### src/rtl/div_unit.sv
// Iterative RV32M divider (DIV/DIVU/REM/REMU), radix-2 restoring.
// Holds the pipeline while running and returns one result strobe.
module div_unit (
    input  logic        clk,
    input  logic        rst_n,
    input  logic        start,
    input  logic [2:0]  funct3,
    input  logic [31:0] dividend,
    input  logic [31:0] divisor,
    input  logic [4:0]  rd_addr_in,
    input  logic        flush,
    output logic        hold_en,
    output logic        busy,
    output logic        result_valid,
    output logic [31:0] result,
    output logic [4:0]  rd_addr_out
);
    typedef enum logic [1:0] {IDLE, CALC, DONE} state_t;

    state_t      state_q;
    logic [4:0]  count_q;
    logic [31:0] dvd_q;
    logic [31:0] dvs_q;
    logic [31:0] rem_q;
    logic [31:0] quot_q;
    logic [31:0] result_q;
    logic [4:0]  rd_q;
    logic        is_rem_q;
    logic        neg_q_q;
    logic        neg_r_q;

    logic        is_rem;
    logic        is_sgn;
    logic        div_zero;
    logic        ovf;
    logic [31:0] abs_a;
    logic [31:0] abs_b;
    logic [31:0] spec_res;

    // Unlisted funct3 codes decode as DIVU (not signed, not remainder).
    assign is_rem   = funct3[2] & funct3[1];
    assign is_sgn   = funct3[2] & ~funct3[0];
    assign abs_a    = (is_sgn && dividend[31]) ? -dividend : dividend;
    assign abs_b    = (is_sgn && divisor[31]) ? -divisor : divisor;
    assign div_zero = (divisor == 32'h0);
    assign ovf      = is_sgn && (dividend == 32'h8000_0000)
                      && (divisor == 32'hFFFF_FFFF);
    assign spec_res = div_zero ? (is_rem ? dividend : 32'hFFFF_FFFF)
                               : (is_rem ? 32'h0 : 32'h8000_0000);

    logic [32:0] shifted;
    logic [32:0] trial;
    logic [31:0] rem_d;
    logic [31:0] quot_d;
    logic [31:0] fin;

    assign shifted = {rem_q, dvd_q[count_q]};
    assign trial   = shifted - {1'b0, dvs_q};
    assign rem_d   = trial[32] ? shifted[31:0] : trial[31:0];

    always_comb begin
        quot_d          = quot_q;
        quot_d[count_q] = ~trial[32];
    end

    assign fin = is_rem_q ? (neg_r_q ? -rem_d : rem_d)
                          : (neg_q_q ? -quot_d : quot_d);

    always_ff @(posedge clk or negedge rst_n) begin
        if (!rst_n) begin
            state_q  <= IDLE;
            count_q  <= 5'd0;
            dvd_q    <= 32'h0;
            dvs_q    <= 32'h0;
            rem_q    <= 32'h0;
            quot_q   <= 32'h0;
            result_q <= 32'h0;
            rd_q     <= 5'd0;
            is_rem_q <= 1'b0;
            neg_q_q  <= 1'b0;
            neg_r_q  <= 1'b0;
        end else begin
            unique case (state_q)
                IDLE: begin
                    if (start && !flush) begin
                        rd_q     <= rd_addr_in;
                        is_rem_q <= is_rem;
                        neg_q_q  <= is_sgn & ~is_rem
                                    & (dividend[31] ^ divisor[31]);
                        neg_r_q  <= is_sgn & is_rem & dividend[31];
                        dvd_q    <= abs_a;
                        dvs_q    <= abs_b;
                        rem_q    <= 32'h0;
                        quot_q   <= 32'h0;
                        count_q  <= 5'd31;
                        if (div_zero || ovf) begin
                            result_q <= spec_res;
                            state_q  <= DONE;
                        end else begin
                            state_q  <= CALC;
                        end
                    end
                end
                CALC: begin
                    if (flush) begin
                        state_q <= IDLE;
                    end else begin
                        rem_q  <= rem_d;
                        quot_q <= quot_d;
                        if (count_q == 5'd0) begin
                            result_q <= fin;
                            state_q  <= DONE;
                        end else begin
                            count_q <= count_q - 5'd1;
                        end
                    end
                end
                DONE:    state_q <= IDLE;
                default: state_q <= IDLE;
            endcase
        end
    end

    assign busy         = (state_q != IDLE);
    assign result_valid = (state_q == DONE) && !flush;
    assign hold_en      = ((state_q == IDLE) && start && !flush)
                          || (state_q == CALC);
    assign result       = result_q;
    assign rd_addr_out  = rd_q;
endmodule
### config.mk
export PLATFORM = sky130hd
export DESIGN_NAME = div_unit
export DESIGN_NICKNAME = d
export VERILOG_FILES = /design/src/rtl/div_unit.sv
export SDC_FILE = /design/constraint.sdc
export NUM_CORES = 1
export LEC_CHECK = 0
export BUFFER_PORTS_ARGS = -buffer_cell sky130_fd_sc_hd__buf_2
export CAP_MARGIN = 20
export CORE_MARGIN = 2
export CORE_UTILIZATION = 30
export DETAILED_ROUTE_END_ITERATION = 10
export GPL_TIMING_DRIVEN = 1
export PLACE_DENSITY_LB_ADDON = 0.05
export SYNTH_ARGS = -nofsm -noshare
export SYNTH_HDL_FRONTEND = slang
export SYNTH_SLANG_ARGS = --single-unit
### constraint.sdc
create_clock -name clk -period 6.7 [get_ports clk]
set_input_delay 1.34 -clock clk [delete_from_list [all_inputs] [get_ports clk]]
set_output_delay 1.34 -clock clk [all_outputs]
set_load 0.1 [all_outputs]
# Yosys cells after proc, flatten, opt, wreduce, memory -nomap -nowiden

Cells that the tools add are included.

Bits in registers: 175
Bits in latches: 0
Bits in writable memories: 0
Bits in read-only memories: 0
Input bits: 76
Memories kept: 0

Add/sub/neg operators: 6
$mul: 0
Divide/modulo/power cells: 0
Order comparisons: 2
Eq/ne operators: 10
Shifts and indexed selects: 0
Multiplexer cells: 33
Bitwise operators: 10
Reduce and logical (&&, ||, !) cells: 22

Operators with widths:

| operator               | count |
|---|---|
| $mux W32               | 16 |
| $pmux W32 S2           | 3 |
| $neg A32 Y32           | 4 |
| $eq A32 B32 Y1 const B | 2 |
| $sub A33 B32 Y33       | 1 |
| $bwmux W32             | 1 |
| $logic_not A32 Y1      | 1 |
| $mux W5                | 3 |
| $ne A2 B2 Y1 const B   | 5 |
| $pmux W5 S2            | 1 |
| $logic_and A1 B1 Y1    | 9 |
| $mux W2                | 4 |
| $and A1 B1 Y1          | 6 |
| $lt A5 B6 Y1 const B   | 1 |
| $bmux W1 S5            | 1 |
| $demux W1 S5           | 1 |
| $ge A5 B1 Y1 const B   | 1 |
| $logic_not A5 Y1       | 1 |
| $reduce_and A5 Y1      | 1 |
| $sub A5 B1 Y5 const B  | 1 |
| $pmux W2 S2            | 1 |
| $reduce_and A2 Y1      | 2 |
| $reduce_and A4 Y1      | 1 |
| $reduce_bool A2 Y1     | 2 |
| 10 further kinds       | 14 |

# Longest topological paths before layout

Gate-level depths: netlist of the first run.

Depth in word-level cells: 11
Depth in mapped cells: 30
Mapped depth without buffers: 25

# Worst setup path after synthesis of the first run

OpenSTA, ideal clock, no wires.

Kind: reg-to-reg
Start: register count_q[1]
End: register result_q[30], in the netlist result[30]
Arrival time: 6476 ps
Required time: 6589 ps
Slack: 113 ps
Cell stages (with the launch flop): 31
Path buffers: 5
Period minus slack after synthesis: 6587 ps
Cells stage by stage: dfrtp_1 clkbuf_1 mux4_2 mux2i_1 mux4_2 and3_1 ha_1 inv_1 fa_1 a211oi_4 o211ai_2 a31oi_4 a2111oi_4 or3_1 buf_2 nand2_1 buf_2 buf_2 clkbuf_1 mux2i_1 inv_1 ha_1 inv_1 a21oi_1 nor4b_1 nand4bb_1 o32ai_2 and3_1 nor3b_2 mux2i_1 a2111oi_2

Word-level cells in the longest chain between the ends: 11
Elaborated cells on any way between the ends: 22
Classes of those cells: 3 x add/sub; 2 x order compare; 1 x eq/ne; 12 x mux; 1 x bitwise; 3 x reduce/logical

RTL lines:

| element                                                                     | RTL line | text |
|---|---|---|
| start: declaration                                                          | 21       | `logic [4:0] count_q;` |
| start signal: assignment                                                    | 114      | `count_q <= count_q - 5'd1;` |
| $bmux W1 S5, or another cell as far along                                   | 57       | `assign shifted = {rem_q, dvd_q[count_q]};` |
| $mux W1 (implied by the code) / $logic_and A1 B1 Y1 (equally long branches) | 57, 63   |  |
| $sub A33 B32 Y33 / $mux W1 (equally long branches)                          | 58, 63   |  |
| $not A1 Y1 / $demux W1 S5 (equally long branches)                           | 63       | `quot_d[count_q] = ~trial[32];` |
| $bwmux W32                                                                  | 63       |  |
| $neg A32 Y32                                                                | 67       | `: (neg_q_q ? -quot_d : quot_d);` |
| $mux W32                                                                    | 67       |  |
| $mux W32                                                                    | 66       | `assign fin = is_rem_q ? (neg_r_q ? -rem_d : rem_d)` |
| $mux W32                                                                    | 110      | `if (count_q == 5'd0) begin` |
| $mux W32                                                                    | 105      | `if (flush) begin` |
| $pmux W32 S2                                                                | 83       | `unique case (state_q)` |
| end signal: assignment                                                      | 97       | `result_q <= spec_res;` |
| end signal: assignment                                                      | 111      | `result_q <= fin;` |
| end: declaration                                                            | 26       | `logic [31:0] result_q;` |

Several ways; a longest one is shown, not always the timed one. The select of a mux whose other input is x is not followed.
A chain may end at the register's enable or synchronous reset.

# Final worst setup path of the first run

Start: register count_q[0]
End: register result_q[30], in the netlist result[30]

The elaborated chain is that of the path after synthesis.

==> results of run 1 <==
[tightest hold or removal path, cell delays in order, from the launching register on]
cell and delay, ps:
dfrtp_1 350, nand2_1 50, nand2_1 50
[registers in the layout (all words and copies together) (netlist names)]
name,flops
count_q,5
dvd_q,32
dvs_q,32
is_rem_q,1
neg_q_q,1
neg_r_q,1
quot_q,32
rd_addr_out,5
rem_q,32
result,32
state_q,2
[kinds of logic (layout without fill, tap and decap cells)]
group                    Yosys count  in the layout  synth area share, %
multiplexers                      48             48                 4.18
AO/OA/AOI/OAI                    632            632                 27.4
adder cells (fa/ha/maj)           43             43                 3.81
XOR/XNOR                         125            125                 7.64
buffers and inverters            172            249                 4.66
AND/OR/NAND/NOR                  649            649                 21.7
flip-flops                       175            175                 30.6
[worst paths after layout]
check | startpoint | to | cells after the start
hold reg to reg | result[23] | result[23] | 2
setup / recovery | count_q[0] | result[30] | 25
hold / removal | result[23] | result[23] | 2
setup reg to reg | count_q[0] | result[30] | 25
min in group asynchronous | rst_n | dvs_q[28] | 1
max in group asynchronous | rst_n | quot_q[20] | 2
[power breakdown]
| part | internal (mW) | switching (mW) | leakage [nW] |
|---|---|---|---|
| logic | 1.16 | 2.26 | 4.15 |
| registers | 1.22 | 0.172 | 2.26 |
| clock network | 0.538 | 0.544 | 0.298 |
| total | 2.92 | 2.97 | 6.71 |
[cell usage in the layout (no fill, tap or decap), types with 9 or more instances in the layout]
master,instances
nand4_1,25
ha_1,42
nor4_1,12
a21o_1,11
and2_1,22
xnor2_1,67
clkbuf_16,17
a22o_1,16
nand2b_1,13
dfrtp_1,174
or3_1,16
buf_2,114
a31oi_1,22
o211ai_1,23
o22ai_1,9
o31ai_1,22
nand3_1,20
nor3b_1,10
mux4_2,9
mux2i_1,34
xor2_1,58
o21a_1,12
nor2_1,124
a211oi_1,14
or4_1,9
a22oi_1,10
inv_1,62
buf_4,39
and3_1,14
nor3_1,38
a21oi_1,148
o21ai_1,17
o21ai_0,236
nand2_1,285
[area by class of cell]
cell class | instances | area, µm² | area share [%]
tap | 615 | 769 | 4.73
clock inverter | 15 | 196 | 1.21
multi-input combinational | 1497 | 9350 | 57.5
sequential | 175 | 4380 | 27.0
inverter | 62 | 233 | 1.43
clock buffer | 17 | 425 | 2.62
timing repair buffer | 155 | 897 | 5.52
[per-stage QoR]
step                setup TNS [ps]  area, µm²
floorplan                        0      14300
global placement                 0      15600
detailed placement               0      15600
CTS                              0      16200
global route                 -70.5      16300
finish                           0      16300
[layer usage]
metal	GRT usage, %	wire length [µm]
met1	35.4	29300
met2	35.8	25400
met3	4.34	2920
met4	5.41	796
met5	0	13
[timing repair]
action,in CTS,in global routing
setup buffers,0,2
gates resized for setup,0,5
hold buffers,0,0
setup endpoints to repair,0,6
==> results.cfg, run 1 <==
[run_status]
status = finished clean

[placement]
place_ws_ps = 81.7
port_buffers = 115
gp_congestion = 0.869
dp_hpwl_mm = 44.0
place_inst = 2502

[timing]
fin_crit_sh_pct = 94.3
layout_setup_ws_ps = 384
slew_violations = 0
setup_viol = 0
min_period_ps = 6320
fmax_mhz = 158
finClkSkew_ps = 18.4
hold_ws_ps = 479
slew_headroom_pct = 30.1
worst_pin_slew_ps = 1040
hold_violations = 0

[critical_path]
crit_path_start_kind = flop
crit_slowest_cell = mux4_2
end_kind = flop
reg2reg_slack_ps = 380
critPathMaxStageDelay_ps = 480
crit_type = flop to flop
path_buf_inv = 3
cp.required_ps = 7090
path_delay_family = simple AND/OR/NAND/NOR gates
crit_path_max_fanout = 9
arrival_ps = 6710

[route]
avgViaCountPerCell = 5.61
first_pass_iters = 5
drc_errors = 0
drtIter0Drc = 1076
routed_wl_mm = 58.4
post_drt_wl_per_cell_um = 23.0
route.vias.total = 14200
detail-route-antenna-nets = 0

[clock_network]
clock_latency_ps = 500
cts_max_level = 4
clock-root-buffer = clkbuf_16
cts_max_path_buffers = 2
clock-sinks = 175
cts_tree = built
clk_pin_slew_worst_paths_ps = 80
cts_buffers = 17

[global_route]
grt_usage_pct = 23.9
grt_pass1_wl_mm = 89.5
grt_start_max_net_pins = 105
antenna_found_initial = 1
grt_pass1_vias = 13900
overflow = 0

[layout]
syn_to_final_growth_pct = 13.5
num-nets-final = 2027
fillerInstances = 5101
drive_above_1_share_pct = 12.2
final_core_util_pct = 34.3
stdcell_count = 2536
antenna_cells = 0

[logic_synthesis]
synth_edf_count = 0
synth.most_common_cell = nand2_1
avgSynthCellArea_um2 = 7.77
synth_area_leaders = dfrtp_1 31%, o21ai_0 8.2%, nand2_1 7.5%
yosys_warnings = 0
async_reset_ff_share_pct = 100
synth-seq-cells = 175
synth_cell_types = 88
seq_area_frac_synth_pct = 30.6
netlist.area_leader.share_pct = 30.6
synth.largest_area_cell = dfrtp_1
synthCells = 1844
synth_ff_type = dfrtp_1
yosys-top-cells-count = 286 x nand2_1, 236 x o21ai_0, 175 x dfrtp_1, 148 x a21oi_1, 127 x nor2_1
synth_nets = 1963
syn_area_mm2 = 0.0143

[floorplan]
rows = 80
io_pins = 116
die_h_um = 223
core_area_mm2 = 0.0474
start_util_pct = 30.2
die_area_mm2 = 0.0495
fp.dieW_um = 223

[flow_run]
drv_cap = 0

[power_and_ir_drop]
ir_drop_mv = 0.210
power_mw = 5.89
p_per_area_mw_per_mm2 = 362
p_leak_nw = 6.71

[min_path]
hold_class = flop to flop
Power figures use the tool's default switching activity.
==> inputs of run 2 (changes only) <==
--- a/config.mk
+++ b/config.mk
@@ -5,8 +5,9 @@
 export SDC_FILE = /design/constraint.sdc
 export NUM_CORES = 1
 export LEC_CHECK = 0
+export ABC_AREA = 1
 export BUFFER_PORTS_ARGS = -buffer_cell sky130_fd_sc_hd__buf_2
-export CAP_MARGIN = 20
+export CAP_MARGIN = 5
 export CORE_MARGIN = 2
 export CORE_UTILIZATION = 30
 export DETAILED_ROUTE_END_ITERATION = 10
==> constraint.sdc (replaced) <==
create_clock -name clk -period 6.95 [get_ports clk]
set_input_delay 1.39 -clock clk [delete_from_list [all_inputs] [get_ports clk]]
set_output_delay 1.39 -clock clk [all_outputs]
set_load 0.1 [all_outputs]
==> run 2 against run 1 <==
Non-clock buffer count decreased by 25. Highest routed layer is now met4. Routed wire length is 4.3% higher. Critical endpoint is now result[20]. Clock skew up 0.56 ps. Area after synthesis up 6.8%. Via count is 13% higher. Core utilization is 0.41 points lower. Cell area up 4.7%. Critical path depth rose by 5.
==> results.cfg, run 2 <==
[layout]
final_common_cell = nand2_1
antenna_cells = 0
drive_above_1_share_pct = 9.79
num-nets-final = 2700
final_cell_mix = 874 x nand2_1, 321 x inv_1, 243 x nor2_1
syn_to_final_growth_pct = 11.2
stdcell_count = 3266

[placement]
place_inst = 3234
place_ws_ps = 803
gp_congestion = 0.901
dp_hpwl_mm = 46.9
port_buffers = 115

[logic_synthesis]
avgSynthCellArea_um2 = 6.08
seq_area_frac_synth_pct = 28.6
synth_area_leaders = dfrtp_1 29%, nand2_1 21%, inv_1 7.9%
synthCells = 2518
synth.largest_area_cell = dfrtp_1
yosys-top-cells-count = 875 x nand2_1, 321 x inv_1, 243 x nor2_1, 192 x o21ai_0, 175 x dfrtp_1
synth-xor-area-share_pct = 4.18
synth_edf_count = 0
yosys_warnings = 0
synthMuxAreaShare_pct = 0
synth_cell_types = 51
synth-seq-cells = 175
netlist.area_leader.share_pct = 28.6
synth_nets = 2637
syn_area_mm2 = 0.0153
synth.most_common_cell = nand2_1
synth_simple_gate_area_share_pct = 39.2
synth_compound_area_share_pct = 13.3
async_reset_ff_share_pct = 100
synth_top_family_by_area = simple AND/OR/NAND/NOR gates
synth_ff_type = dfrtp_1
synthAdderAreaFrac_pct = 3.56

[clock_network]
postCtsSetupBuffers = 0
cts_resized = 0
clock-sinks = 175
cts_max_level = 4
postCtsHoldBufs = 0
cts_buffers = 17
cts_max_path_buffers = 2
clock-root-buffer = clkbuf_16
cts_tree = built
clock_latency_ps = 510
clk_pin_slew_worst_paths_ps = 70

[run_status]
status = finished clean

[timing]
slew_headroom_pct = 46.1
hold_ws_ps = 481
worst_pin_slew_ps = 809
fmax_mhz = 164
rsz0062_at_grt = false
layout_setup_ws_ps = 852
finClkSkew_ps = 19.0
min_period_ps = 6100
setup_viol = 0
hold_violations = 0
slew_violations = 0
finalSetupTns_ps = 0
fin_crit_sh_pct = 87.7

[route]
detail-route-antenna-nets = 0
drtIter0Drc = 1171
post_drt_wl_per_cell_um = 18.7
first_pass_iters = 5
drc_errors = 0
route.vias.total = 16000
avgViaCountPerCell = 4.91
routed_wl_mm = 61.0

[critical_path]
end_kind = flop
cp.required_ps = 7340
crit_path_max_fanout = 57
cp-startpoint = count_q[0]
r2r_start = count_q[0]
rr_worst_depth = 30
critPathMaxStageDelay_ps = 700
crit_slowest_cell = dfrtp_1
crit_top_cell = nand2_1
crit_type = flop to flop
crit_end = result[20]
arrival_ps = 6490
timing.rr.end = result[20]
crit_path_start_kind = flop
reg2reg_slack_ps = 850

[global_route]
grt_usage_pct = 23.4
overflow = 0
grtUsageMet3_pct = 3.81
grtUsageMet1_pct = 33.9
grt_start_max_net_pins = 79
antenna_found_initial = 0
grt_util_met2_pct = 35.7
grt_pass1_wl_mm = 93.8
busiest_layer = met2
grt_pass1_vias = 15400

[floorplan]
core_area_mm2 = 0.0503
fp.dieW_um = 230
die_area_mm2 = 0.0528
rows = 82
die_h_um = 230
start_util_pct = 30.4
io_pins = 116

[flow_run]
drv_cap = 0

[min_path]
hold_class = flop to flop
run 2: cell count changes after synthesis, sizes merged, moves of 45 or more:
cell	change
nor2	+135
xnor2	-45
o22ai	+49
a21oi	-78
inv	+274
nand3	+158
nand2	+619
run 2: cell families after synthesis:
| family | after synthesis |
|---|---|
| adder cells (fa/ha/maj) | 43 |
| buffers and inverters | 428 |
| AO/OA/AOI/OAI | 366 |
| XOR/XNOR | 73 |
| flip-flops | 175 |
| AND/OR/NAND/NOR | 1433 |
run 2: per-layer routing:
| layer | part of all wire, % | routed length (µm) |
|---|---|---|
| met5 | 0 | 0 |
| met4 | 2.2 | 1330 |
| met2 | 43 | 26200 |
| met1 | 50 | 30500 |
| met3 | 4.8 | 2920 |
run 2: critical path, delay by kind of cell (launching register included):
family,cells,cell delay (ps)
DFF,1,700
AOI/OAI and AO/OA,3,650
and+or+nand+nor,22,3280
adders and majority gates,3,860
buffers and inverters,2,480
run 2: through the flow:
| step | util [%] | cell area, µm² |
|---|---|---|
| global placement | 32.7 | 16400 |
| floorplan | - | 15300 |
| global route | 33.8 | 17000 |
| CTS | 33.8 | 17000 |
| finish | 33.8 | 17000 |
| detailed placement | 32.7 | 16400 |
run 2: area by class of cell:
class | count | area (µm²)
inverters | 342 | 1280
clock buffers | 22 | 484
repair buffers | 130 | 697
clock inverters | 10 | 101
multi-input cells | 1915 | 9230
fillers | 5725 | 33300
flip-flops and latches | 175 | 4380
well taps | 672 | 841
run 2: how the worst min path moves through the flow:
| stage | from | to | slack, ps | cells after the start |
|---|---|---|---|---|
| 2_1_floorplan | dvd_q[2] | dvd_q[2] | 440 | 2 |
| 3_3_place_gp | result[19] | result[19] | 460 | 2 |
| 3_5_place_dp | result[7] | result[7] | 460 | 2 |
| 4_1_cts | result[28] | result[28] | 480 | 2 |
| 5_1_grt | result[9] | result[9] | 500 | 2 |
| 6_report | result[28] | result[28] | 480 | 2 |
Power of run 2 is not shown: default switching activity piles up to over one toggle a cycle in this logic, so the estimate is an artifact.
